<file path="config.mk">
export PLATFORM = sky130hd
export DESIGN_NAME = vend_session_arbiter_flat
export DESIGN_NICKNAME = d
export VERILOG_FILES = /design/src/rtl/vend_session_arbiter_if.sv /design/src/rtl/vend_session_arbiter.sv /design/src/flat_wrapper.sv
export SDC_FILE = /design/constraint.sdc
export NUM_CORES = 1
export LEC_CHECK = 0
export BUFFER_PORTS_ARGS = -buffer_cell sky130_fd_sc_hd__buf_2
export CORE_ASPECT_RATIO = 1.5
export CORE_MARGIN = 4
export CORE_UTILIZATION = 54
export CTS_BUF_LIST = sky130_fd_sc_hd__clkbuf_2 sky130_fd_sc_hd__clkbuf_4 sky130_fd_sc_hd__clkbuf_8
export CTS_CLUSTER_SIZE = 25
export DETAILED_ROUTE_END_ITERATION = 10
export PLACE_DENSITY = 0.78
export SYNTH_ARGS = -nofsm -noshare
export SYNTH_HDL_FRONTEND = slang
export SYNTH_SLANG_ARGS = --single-unit
</file>
<file path="constraint.sdc">
create_clock -name clk -period 4.2 [get_ports clk]
set_input_delay 0.63 -clock clk [delete_from_list [all_inputs] [get_ports clk]]
set_output_delay 0.63 -clock clk [all_outputs]
set_load 0.02 [all_outputs]
</file>
<file path="src/rtl/vend_session_arbiter_if.sv">
// Panel-side bus of the vending session arbiter.
//   req/coin/cancel : per-panel requests, 2-bit coin codes and cancel buttons (panel -> arbiter)
//   grant           : one-hot session owner
//   busy            : engine is not idle
//   credit          : credit accumulated by the current owner
//   dispense        : one-cycle vend pulse
//   change          : refund/change amount, qualified by change_vld
interface vend_session_arbiter_if #(
  parameter int unsigned NREQ = 2,
  parameter int unsigned CW   = 4
);
  logic [NREQ-1:0]   req;
  logic [2*NREQ-1:0] coin;
  logic [NREQ-1:0]   cancel;
  logic [NREQ-1:0]   grant;
  logic              busy;
  logic [CW-1:0]     credit;
  logic              dispense;
  logic [CW-1:0]     change;
  logic              change_vld;

  modport master (
    output req, coin, cancel,
    input  grant, busy, credit, dispense, change, change_vld
  );

  modport slave (
    input  req, coin, cancel,
    output grant, busy, credit, dispense, change, change_vld
  );
endinterface

</file>
<file path="src/rtl/vend_session_arbiter.sv">
// Round-robin owner of a shared vending credit/dispense engine.
//   clk : system clock, rising edge
//   rst : asynchronous active-low reset
//   bus : vend_session_arbiter_if slave side (panel requests in, grant/credit/vend/change out)
// A granted panel feeds coins until credit reaches PRICE (vend + change) or
// cancels / times out (full refund). All outputs are flops.
module vend_session_arbiter #(
  parameter int unsigned NREQ    = 2,
  parameter int unsigned PRICE   = 3,
  parameter int unsigned TIMEOUT = 16,
  parameter int unsigned CW      = 4
) (
  input  logic                  clk,
  input  logic                  rst,
  vend_session_arbiter_if.slave bus
);

  localparam int unsigned PW = (NREQ > 1) ? $clog2(NREQ) : 1;
  localparam int unsigned TW = $clog2(TIMEOUT + 1);

  typedef enum logic [1:0] {IDLE, SESSION, VEND, REFUND} state_t;

  state_t          state_q, state_d;
  logic [PW-1:0]   last_q, last_d;
  logic [TW-1:0]   timer_q, timer_d;
  logic [CW-1:0]   credit_q, credit_d;
  logic [CW-1:0]   change_q, change_d;
  logic [NREQ-1:0] grant_q, grant_d;
  logic            busy_q, busy_d;
  logic            dispense_q, dispense_d;
  logic            change_vld_q, change_vld_d;

  logic            found_c;
  logic [PW-1:0]   winner_c;
  logic [PW:0]     cand_c;
  logic [1:0]      coin_sel_c;
  logic            cancel_sel_c;
  logic [1:0]      add_c;
  logic            coin_ok_c;
  logic [CW-1:0]   credit_new_c;
  logic [TW-1:0]   timer_inc_c;

  // Round-robin search starting just after the last winner, wrapping at NREQ.
  always_comb begin
    found_c  = 1'b0;
    winner_c = last_q;
    cand_c   = '0;
    for (int i = 1; i <= int'(NREQ); i++) begin
      cand_c = {1'b0, last_q} + (PW+1)'(i);
      if (cand_c >= (PW+1)'(NREQ)) cand_c = cand_c - (PW+1)'(NREQ);
      if (!found_c && bus.req[cand_c[PW-1:0]]) begin
        found_c  = 1'b1;
        winner_c = cand_c[PW-1:0];
      end
    end
  end

  // Only the owner's coin/cancel matter; last_q holds the owner during a session.
  always_comb begin
    coin_sel_c   = bus.coin[{last_q, 1'b0} +: 2];
    cancel_sel_c = bus.cancel[last_q];
    unique case (coin_sel_c)
      2'b01:   add_c = 2'd1;
      2'b10:   add_c = 2'd2;
      default: add_c = 2'd0;
    endcase
    coin_ok_c    = (add_c != 2'd0);
    credit_new_c = credit_q + CW'(add_c);
    timer_inc_c  = timer_q + TW'(1);
  end

  // Next-state and output logic.
  always_comb begin
    state_d      = state_q;
    last_d       = last_q;
    timer_d      = timer_q;
    credit_d     = credit_q;
    grant_d      = grant_q;
    change_d     = '0;
    dispense_d   = 1'b0;
    change_vld_d = 1'b0;
    unique case (state_q)
      IDLE: begin
        if (found_c) begin
          state_d           = SESSION;
          grant_d           = '0;
          grant_d[winner_c] = 1'b1;
          last_d            = winner_c;
          timer_d           = '0;
          credit_d          = '0;
        end
      end
      SESSION: begin
        credit_d = credit_new_c;
        timer_d  = coin_ok_c ? '0 : timer_inc_c;
        if (cancel_sel_c) begin
          state_d      = REFUND;
          change_d     = credit_new_c;
          change_vld_d = 1'b1;
        end else if (credit_new_c >= CW'(PRICE)) begin
          state_d      = VEND;
          change_d     = credit_new_c - CW'(PRICE);
          dispense_d   = 1'b1;
          change_vld_d = 1'b1;
        end else if (!coin_ok_c && (timer_inc_c == TW'(TIMEOUT))) begin
          state_d      = REFUND;
          change_d     = credit_new_c;
          change_vld_d = 1'b1;
        end
      end
      VEND, REFUND: begin
        state_d  = IDLE;
        grant_d  = '0;
        credit_d = '0;
        timer_d  = '0;
      end
      default: state_d = IDLE;
    endcase
    busy_d = (state_d != IDLE);
  end

  // State and output registers; reset makes panel 0 the first winner.
  always_ff @(posedge clk or negedge rst) begin
    if (!rst) begin
      state_q      <= IDLE;
      last_q       <= PW'(NREQ - 1);
      timer_q      <= '0;
      credit_q     <= '0;
      change_q     <= '0;
      grant_q      <= '0;
      busy_q       <= 1'b0;
      dispense_q   <= 1'b0;
      change_vld_q <= 1'b0;
    end else begin
      state_q      <= state_d;
      last_q       <= last_d;
      timer_q      <= timer_d;
      credit_q     <= credit_d;
      change_q     <= change_d;
      grant_q      <= grant_d;
      busy_q       <= busy_d;
      dispense_q   <= dispense_d;
      change_vld_q <= change_vld_d;
    end
  end

  assign bus.grant      = grant_q;
  assign bus.busy       = busy_q;
  assign bus.credit     = credit_q;
  assign bus.dispense   = dispense_q;
  assign bus.change     = change_q;
  assign bus.change_vld = change_vld_q;

endmodule

</file>
<file path="src/flat_wrapper.sv">
// flat-port wrapper written by rule: the top's interface ports become plain ports
module vend_session_arbiter_flat 
#(
  parameter int unsigned NREQ    = 2,
  parameter int unsigned PRICE   = 3,
  parameter int unsigned TIMEOUT = 16,
  parameter int unsigned CW      = 4
)
  (clk, rst, bus_req, bus_coin, bus_cancel, bus_grant, bus_busy, bus_credit, bus_dispense, bus_change, bus_change_vld);
  vend_session_arbiter_if #(.NREQ(NREQ), .CW(CW)) bus_i ();
  input  logic clk;
  input  logic rst;
  input wire logic [$bits(bus_i.req)-1:0] bus_req;
  input wire logic [$bits(bus_i.coin)-1:0] bus_coin;
  input wire logic [$bits(bus_i.cancel)-1:0] bus_cancel;
  output wire logic [$bits(bus_i.grant)-1:0] bus_grant;
  output wire logic [$bits(bus_i.busy)-1:0] bus_busy;
  output wire logic [$bits(bus_i.credit)-1:0] bus_credit;
  output wire logic [$bits(bus_i.dispense)-1:0] bus_dispense;
  output wire logic [$bits(bus_i.change)-1:0] bus_change;
  output wire logic [$bits(bus_i.change_vld)-1:0] bus_change_vld;
  assign bus_i.req = bus_req;
  assign bus_i.coin = bus_coin;
  assign bus_i.cancel = bus_cancel;
  assign bus_grant = bus_i.grant;
  assign bus_busy = bus_i.busy;
  assign bus_credit = bus_i.credit;
  assign bus_dispense = bus_i.dispense;
  assign bus_change = bus_i.change;
  assign bus_change_vld = bus_i.change_vld;
  vend_session_arbiter #(.NREQ(NREQ), .PRICE(PRICE), .TIMEOUT(TIMEOUT), .CW(CW)) u_core (.clk(clk), .rst(rst), .bus(bus_i));
endmodule
</file>
==> metrics.md, run 1 <==
| Metric | Value |
|---|---|
| Outcome | finished, final reports clean |
| Clock sinks | 21 |
| Most frequent cell after synthesis | dfrtp_1 |
| Count of input and output buffers | 22 |
| Total global-route track usage | 0.193 |
| RSZ-0062 raised after global routing | false |
| P&R area growth vs syn | 11.7% |
| Ys flop type | dfrtp_1 |
| Die W | ~46 µm |
| Hold Crit Class | primary input to async pin |
| Ranking of synthesized cells by area | dfrtp_1 42%, ha_1 7.4%, o21ai_0 5.1% |
| Final Hold Fails | 0 |
| Sequential area share after synthesis | 0.445 |
| Measured slew at the worst slew-check pin | around 0.83 ns |
| Num CTS Buffers | 3 |
| Final Power | around 0.82 mW |
| Core Area | roughly 0.0021 mm² |
| Power Dens Cells | about 600 mW/mm² |
| Ant. Diodes | 0 |
| Clock transition at path regs | ~0.12 ns |
| Grt met1 use | 0.208 |
| Met2 usage | 0.345 |
| Clk Latency, worst-skew pair | around 0.32 ns |
| Post-synth top cells | 20 x dfrtp_1, 12 x o21ai_0, 8 x a21oi_1, 8 x nor2_1, 7 x ha_1 |
| Initial antenna violation count | 0 |
| Static Leak | 0.647 nW |
| Filler cells | roughly 170 |
| Vias in the first global route | approximately 1000 |
| Pins Over Slew Limit | 0 |
| Die area | ~0.0030 mm² |
| Placement Setup Slack | 0.997 ns |
| Setup Viol. Count Final | 0 |
| Crit Path Category | flip-flop to flip-flop |
| Post-DR wirelength/cell | roughly 16 µm |
| CTS tree | built |
| DPL Wire Length | approximately 1.9 mm |
| Routed Antenna Nets | 0 |
| Initial core utilization | 0.577 |
| Post-route clock period utilization | 0.761 |
| Arrival time worst endpoint | ~3.4 ns |
| Post-CTS Setup Repair Bufs | 0 |
| Flops & latches, synth | 21 |
| Max-slew headroom | 0.445 |
| GPL Wtd Cong | about 0.82 |
| Initial DRT Pass Iterations | 5 |
| Setup crit start kind | flip-flop |
| Cts hold-fix bufs | 0 |
| Max_cap viols | 0 |
| Synth Warn # | 0 |
| Vias/cell | around 6.2 |
| CTS-repair resized insts | 0 |
| Via count | approximately 1000 |
| Largest fanout on the critical path | 7 |
| Fin area | approximately 0.0013 mm² |
| Final WS setup | ~1 ns |
| DRT iter0 DRCs | 31 |
| Max Freq | between 300 and 400 MHz |
| Cell Area, Synth | around 0.0012 mm² |
| Period minus WS final | between 3 and 4 ns |
| Max clock buf depth | 2 |
| Syn_nets | about 140 |
| Worst Clk Skew | approximately 0.0028 ns |
| GRT busiest layer | met2 |
| CTS root buffer | clkbuf_4 |
| Maximum vdd drop | ~0.00030 V |
| Nets | between 150 and 200 |
| Die Ht | ~65 µm |
| Post-synth top area share | 0.422 |
| GRT met3 Usage | 0.0247 |
| Post-synth EDFFs | 0 |
| Post-Route WL | about 2.6 mm |
| Cells after Synth | ~120 |
| H-tree Lvls | 1 |
| Syn avg cell area | 10.1 µm² |
| Share of layout cells above drive strength 1 | 0.225 |
| Global-route wire length before repair | roughly 4.3 mm |
| Overflow after GRT | 0 |
| IO Pins | 23 |
| FFs w/ async S/R, synth | 1.00 |
| Worst endpoint required time | between 4 and 5 ns |
| Setup TNS | 0 ns |
| Placed Area | between 0.001 and 0.0015 mm² |
| Site Rows | 20 |
| Largest net degree at the start of global routing | 22 |
| Cell taking the most area after synthesis | dfrtp_1 |
| Crit end category | flip-flop |
| DRC viols | 0 |
| Synth cell types | 42 |
-- worst paths after layout --
path | from | cells after the start | slack (ns) | to
worst max-delay path | u_core.last_q | 10 | 1.00 | u_core.bus.change[0]
worst min-delay path | rst | 1 | 0.24 | u_core.state_q[0]
worst max register to register | u_core.last_q | 10 | 1.00 | u_core.bus.change[0]
worst min register to register | u_core.timer_q[4] | 1 | 0.54 | u_core.timer_q[4]
max in group asynchronous | rst | 1 | 3.62 | u_core.last_q
min in group clk | bus_req[0] | 2 | 0.52 | u_core.last_q
-- cells by family after synthesis --
logic type	after synthesis	synth area share
AO/OA/AOI/OAI	35	0.186
XOR/XNOR	3	0.0222
adder cells (fa/ha/maj)	8	0.0908
buffers and inverters	9	0.0348
flip-flops	21	0.445
multiplexers	5	0.0475
AND/OR/NAND/NOR	36	0.174
-- per-stage QoR --
stage,cells,util,hold slack (ns)
2_1_floorplan,117,-,0.334
3_3_place_gp,156,0.632,0.496
3_5_place_dp,156,0.632,0.505
4_1_cts,160,0.645,0.251
5_1_grt,160,0.645,0.268
6_report,160,0.645,0.242
-- cells in the final DEF (no fill, tap or decap), drive strengths merged, types with 3 or more instances in the layout --
cell / n
ha: 7
nand3: 3
nor2: 8
inv: 4
nor3: 4
mux2i: 3
a31oi: 3
a21oi: 8
dfrtp: 20
buf: 22
nand2: 5
o21ai: 12
nand2b: 3
clkbuf: 3
-- critical path: stages (launching register included) --
cell and delay (ns):
dfstp_2 0.64, mux2i_1 0.26, inv_1 0.08, ha_1 0.20, ha_1 0.20, fa_1 0.57, ha_1 0.26, nand4bb_1 0.17
mux2i_1 0.15, or4_1 0.49, o21ai_0 0.09
-- area by class of cell --
| type | instances | area (µm²) | share of cell area |
|---|---|---|---|
| multi-input cells | 87 | 617 | 0.466 |
| clock buffers | 3 | 22.5 | 0.0170 |
| flip-flops and latches | 21 | 527 | 0.398 |
| clock inverters | 1 | 5.00 | 0.00378 |
| inverters | 4 | 15.0 | 0.0113 |
| well taps | 22 | 27.5 | 0.0208 |
| repair buffers | 22 | 110 | 0.0832 |
-- power breakdown --
group / switching, mW / internal (mW)
Clock: 0.0664 / 0.0357
Sequential: 0.0652 / 0.264
Combinational: 0.233 / 0.151
Total: 0.365 / 0.451
-- state kept, by name, indices dropped and copies added, names as in the netlist --
signal	count
u_core.bus.change	4
u_core.timer_q	5
u_core.bus.dispense	1
u_core.bus.change_vld	1
u_core.state_q	2
u_core.last_q	1
u_core.bus.grant	2
u_core.bus.credit	4
u_core.bus.busy	1
-- routing by layer --
| metal | vias to the layer above | share of wire | wire length (µm) |
|---|---|---|---|
| met5 | - | 0 | 0 |
| met4 | 0 | 0.023 | 59 |
| met3 | 4 | 0.038 | 98 |
| met2 | 19 | 0.54 | 1400 |
| met1 | 495 | 0.40 | 1030 |
| li1 | 477 | - | - |
(Power assumes the default switching activity.)
==> run 2: changes to the inputs <==
--- a/config.mk
+++ b/config.mk
@@ -5,14 +5,15 @@
 export SDC_FILE = /design/constraint.sdc
 export NUM_CORES = 1
 export LEC_CHECK = 0
+export ABC_AREA = 1
 export BUFFER_PORTS_ARGS = -buffer_cell sky130_fd_sc_hd__buf_2
 export CORE_ASPECT_RATIO = 1.5
 export CORE_MARGIN = 4
-export CORE_UTILIZATION = 54
+export CORE_UTILIZATION = 50
 export CTS_BUF_LIST = sky130_fd_sc_hd__clkbuf_2 sky130_fd_sc_hd__clkbuf_4 sky130_fd_sc_hd__clkbuf_8
 export CTS_CLUSTER_SIZE = 25
 export DETAILED_ROUTE_END_ITERATION = 10
-export PLACE_DENSITY = 0.78
+export PLACE_DENSITY = 0.77
 export SYNTH_ARGS = -nofsm -noshare
 export SYNTH_HDL_FRONTEND = slang
 export SYNTH_SLANG_ARGS = --single-unit
==> constraint.sdc (replaced) <==
create_clock -name clk -period 2.7 [get_ports clk]
set_input_delay 0.405 -clock clk [delete_from_list [all_inputs] [get_ports clk]]
set_output_delay 0.405 -clock clk [all_outputs]
set_load 0.02 [all_outputs]
==> run 2 against run 1 <==
Synthesized cell count increased by 18%. Clock power increased by 52%. Power increased by 65%. Die area increased by 3.6%. Register-to-register slack got worse by 0.90 ns. Clock-buffer cell count unchanged. Area after synthesis decreased by 3.5%. First-iteration DRC count increased by 35%. Sequential share of layout area decreased by 2.1 points. Global-route usage decreased by 1.6 points.
==> metrics.md, run 2 <==
| Metric | Value |
|---|---|
| Largest fanout on the critical path | 4 (was 7) |
| Commonest cells after routing, fill and taps aside | 30 x nand2_1, 23 x inv_1, 22 x buf_2, 20 x dfrtp_1 (was 22 x buf_2, 20 x dfrtp_1, 12 x o21ai_0, 8 x a21oi_1, 8 x nor2_1) |
| Nets | 189 (was 157) |
| Cells after Synth | 138 (was 117) |
| Routed Antenna Nets | 0 (unchanged) |
| Fin area | 0.00140 mm² (was 0.00132 mm²) |
| Largest net degree at the start of global routing | 22 (unchanged) |
| R2r startpoint | u_core.last_q (unchanged) |
| Crit Path Category | flip-flop to flip-flop (unchanged) |
| Final Power | 1.35 mW (was 0.816 mW) |
| Final Util | 0.633 (was 0.645) |
| Crit end category | flip-flop (unchanged) |
| CTS tree | built (unchanged) |
| Clock sinks | 21 (unchanged) |
| Site Rows | 21 (was 20) |
| Clock transition at path regs | 0.12 ns (about the same) |
| WP buf/inv | 2 (was 1) |
| Cell Area, Synth | 0.00114 mm² (was 0.00118 mm²) |
| Hold Crit Class | primary input to async pin (unchanged) |
| Flops & latches, synth | 21 (unchanged) |
| Worst-path cell chain | inv_2 > or2_4 > o21ai_2 > inv_1 > ha_2 > ha_4 > fa_1 > ha_2 > nor2_2 > nand3_2 > nand2_4 > nor2_1 > nand2_1 > o21ai_2 (was mux2i_1 > inv_1 > ha_1 > ha_1 > fa_1 > ha_1 > nand4bb_1 > mux2i_1 > or4_1 > o21ai_0) |
| Outcome | finished, final reports clean (unchanged) |
| Max clock buf depth | 2 (unchanged) |
| Syn avg cell area | 8.29 µm² (was 10.1 µm²) |
| Cell taking the most area after synthesis | dfrtp_1 (unchanged) |
| Final Hold Fails | 0 (unchanged) |
| Sequential area share after synthesis | 0.461 (was 0.445) |
| Max-slew headroom | 0.694 (was 0.445) |
| IO Pins | 23 (unchanged) |
| Post-synth top cells | 30 x nand2_1, 23 x inv_1, 20 x dfrtp_1 (was 20 x dfrtp_1, 12 x o21ai_0, 8 x a21oi_1, 8 x nor2_1, 7 x ha_1) |
| Post-Route WL | 2.55 mm (was 2.59 mm) |
| Vias in the first global route | 998 (unchanged) |
| Largest register FFs | 5 (unchanged) |
| CP startpoint | u_core.last_q (unchanged) |
| Worst endpoint required time | 2.91 ns (was 4.44 ns) |
| GPL Wtd Cong | 0.868 (was 0.817) |
| Initial antenna violation count | 0 (unchanged) |
| Setup TNS | 0 ns (unchanged) |
| CP max stage cell | dfstp_2 (unchanged) |
| Max_cap viols | 0 (unchanged) |
| Worst Hold Slack | 0.0239 ns (was 0.242 ns) |
| Synth Warn # | 0 (unchanged) |
| Post-synth top area share | 0.438 (was 0.422) |
| Layout Cells excl Fill | 193 (was 160) |
| Power Dens Cells | 964 mW/mm² (was 616 mW/mm²) |
| Core Area | 0.00221 mm² (was 0.00205 mm²) |
| Maximum vdd drop | 0.000589 V (was 0.000302 V) |
| Syn_nets | 156 (was 135) |
| Setup crit start kind | flip-flop (unchanged) |
| Most common cell after layout, fill and taps aside | nand2_1 (was buf_2) |
| Largest Register | u_core.timer_q (unchanged) |
| Vias/cell | 5.45 (was 6.22) |
| Post-route clock period utilization | 0.963 (was 0.761) |
| DRT iter0 DRCs | 42 (was 31) |
| Arrival time worst endpoint | 2.81 ns (was 3.44 ns) |
| Setup Viol. Count Final | 0 (unchanged) |
| Worst Clk Skew | 0.000931 ns (was 0.00282 ns) |
| GRT busiest layer | met2 (unchanged) |
| Ranking of synthesized cells by area | dfrtp_1 44%, nand2_1 9.8%, ha_1 7.7% (was dfrtp_1 42%, ha_1 7.4%, o21ai_0 5.1%) |
| CP peak stage delay | 0.56 ns (was 0.64 ns) |
| Cts hold-fix bufs | 0 (unchanged) |
| Placed cell count | 188 (was 156) |
| Die Ht | 66.6 µm (was 65.4 µm) |
| Max Freq | 385 MHz (was 313 MHz) |
| Initial core utilization | 0.518 (was 0.577) |
| FFs w/ async S/R, synth | 1.00 (unchanged) |
| H-tree Lvls | 1 (unchanged) |
| Global-route wire length before repair | 4.14 mm (was 4.26 mm) |
| Ant. Diodes | 0 (unchanged) |
| Crit path max-delay family | adder cells (unchanged) |
| Overflow after GRT | 0 (unchanged) |
| Measured slew at the worst slew-check pin | 0.459 ns (was 0.826 ns) |
| Share of layout cells above drive strength 1 | 0.324 (was 0.225) |
| Period minus WS final | 2.60 ns (was 3.20 ns) |
| Count of input and output buffers | 22 (unchanged) |
| CTS root buffer | clkbuf_4 (unchanged) |
| Num CTS Buffers | 3 (unchanged) |
| Ys flop type | dfrtp_1 (unchanged) |
| Post-synth EDFFs | 0 (unchanged) |
| Placed Area | 0.00132 mm² (was 0.00130 mm²) |
| Die W | 47.1 µm (was 46.2 µm) |
| Total global-route track usage | 0.177 (was 0.193) |
| Filler cells | 197 (was 167) |
| Die area | 0.00313 mm² (was 0.00302 mm²) |
| P&R area growth vs syn | 22.2% (was 11.7%) |
| Static Leak | 0.775 nW (was 0.647 nW) |
| Most frequent cell after synthesis | nand2_1 (was dfrtp_1) |
| Post-DR wirelength/cell | 13.2 µm (was 16.2 µm) |
| DPL Wire Length | 1.97 mm (was 1.93 mm) |
| Met2 usage | 0.315 (was 0.345) |
| Pins Over Slew Limit | 0 (unchanged) |
| Synth cell types | 24 (was 42) |
| Clk Latency, worst-skew pair | 0.31 ns (was 0.32 ns) |
| Final WS setup | 0.100 ns (was 1.00 ns) |
| Placement Setup Slack | -0.0661 ns (was 0.997 ns) |
| Initial DRT Pass Iterations | 4 (was 5) |
| Via count | 1051 (was 995) |
| GRT met3 Usage | 0.0297 (was 0.0247) |
| DRC viols | 0 (unchanged) |
| Grt met1 use | 0.200 (was 0.208) |
-- run 2: cell count changes in the layout (fill, tap and decap cells not counted), sizes merged, moves of 3 or more --
| cell | before | now |
|---|---|---|
| buf | 22 | 28 |
| nand3 | 3 | 11 |
| nand2 | 5 | 32 |
| nor2 | 8 | 13 |
| mux2i | 3 | 0 |
| a31oi | 3 | 0 |
| o21ai | 12 | 15 |
| nor3 | 4 | 1 |
| inv | 4 | 25 |
| nand2b | 3 | 0 |
| a21oi | 8 | 3 |
-- run 2: cells by family (layout without fill, tap and decap cells) --
logic type               count (synthesis)  in the layout  synth area share
adder cells (fa/ha/maj)                  8              8            0.0941
AO/OA/AOI/OAI                           23             23             0.121
buffers and inverters                   25             57            0.0821
flip-flops                              21             21             0.461
AND/OR/NAND/NOR                         61             61             0.242
-- run 2: per-layer routing --
| layer | part of all wire | vias up |
|---|---|---|
| li1 | - | 509 |
| met1 | 0.38 | 485 |
| met2 | 0.52 | 47 |
| met3 | 0.066 | 10 |
| met4 | 0.026 | 0 |
| met5 | 0 | - |
-- run 2: worst register-to-register path: cells and delay by family, from the launching register on --
| family | cells | cell delay, ns |
|---|---|---|
| adder cells (fa/ha/maj) | 4 | 1.04 |
| AND/OR/NAND/NOR | 6 | 0.72 |
| flip-flops | 1 | 0.56 |
| AO/OA/AOI/OAI | 2 | 0.11 |
| buffers and inverters | 2 | 0.10 |
-- run 2: worst paths after layout --
| check | to | cells past startpoint | slack, ns |
|---|---|---|---|
| max | u_core.bus.change[1] | 14 | 0.10 |
| min | u_core.bus.credit[2] | 1 | 0.02 |
| max reg2reg | u_core.bus.change[1] | 14 | 0.10 |
| min reg2reg | u_core.bus.grant[0] | 1 | 0.50 |
| max in group asynchronous | u_core.last_q | 1 | 2.34 |
| min in group clk | u_core.last_q | 3 | 0.46 |
-- run 2: timing repair --
item,in CTS,in global routing
buffers inserted,0,1
gates resized for setup,3,10
pin swaps,1,6
endpoints found under the setup margin,5,7
-- run 2: cell type report --
type | instances | area (µm²) | area share
multi-input cells | 92 | 566 | 0.405
flip-flops and latches | 21 | 527 | 0.377
repair buffers | 28 | 155 | 0.111
inverters | 25 | 93.8 | 0.0671
well taps | 23 | 28.8 | 0.0206
clock buffers | 3 | 22.5 | 0.0161
clock inverters | 1 | 5.00 | 0.00358
-- run 2: report_power, final --
part	internal (mW)	switching, mW	leakage (nW)	total [mW]
Sequential	0.403	0.0595	0.277	0.463
Combinational	0.280	0.449	0.481	0.729
Clock	0.0554	0.0996	0.0177	0.155
Total	0.739	0.608	0.775	1.35
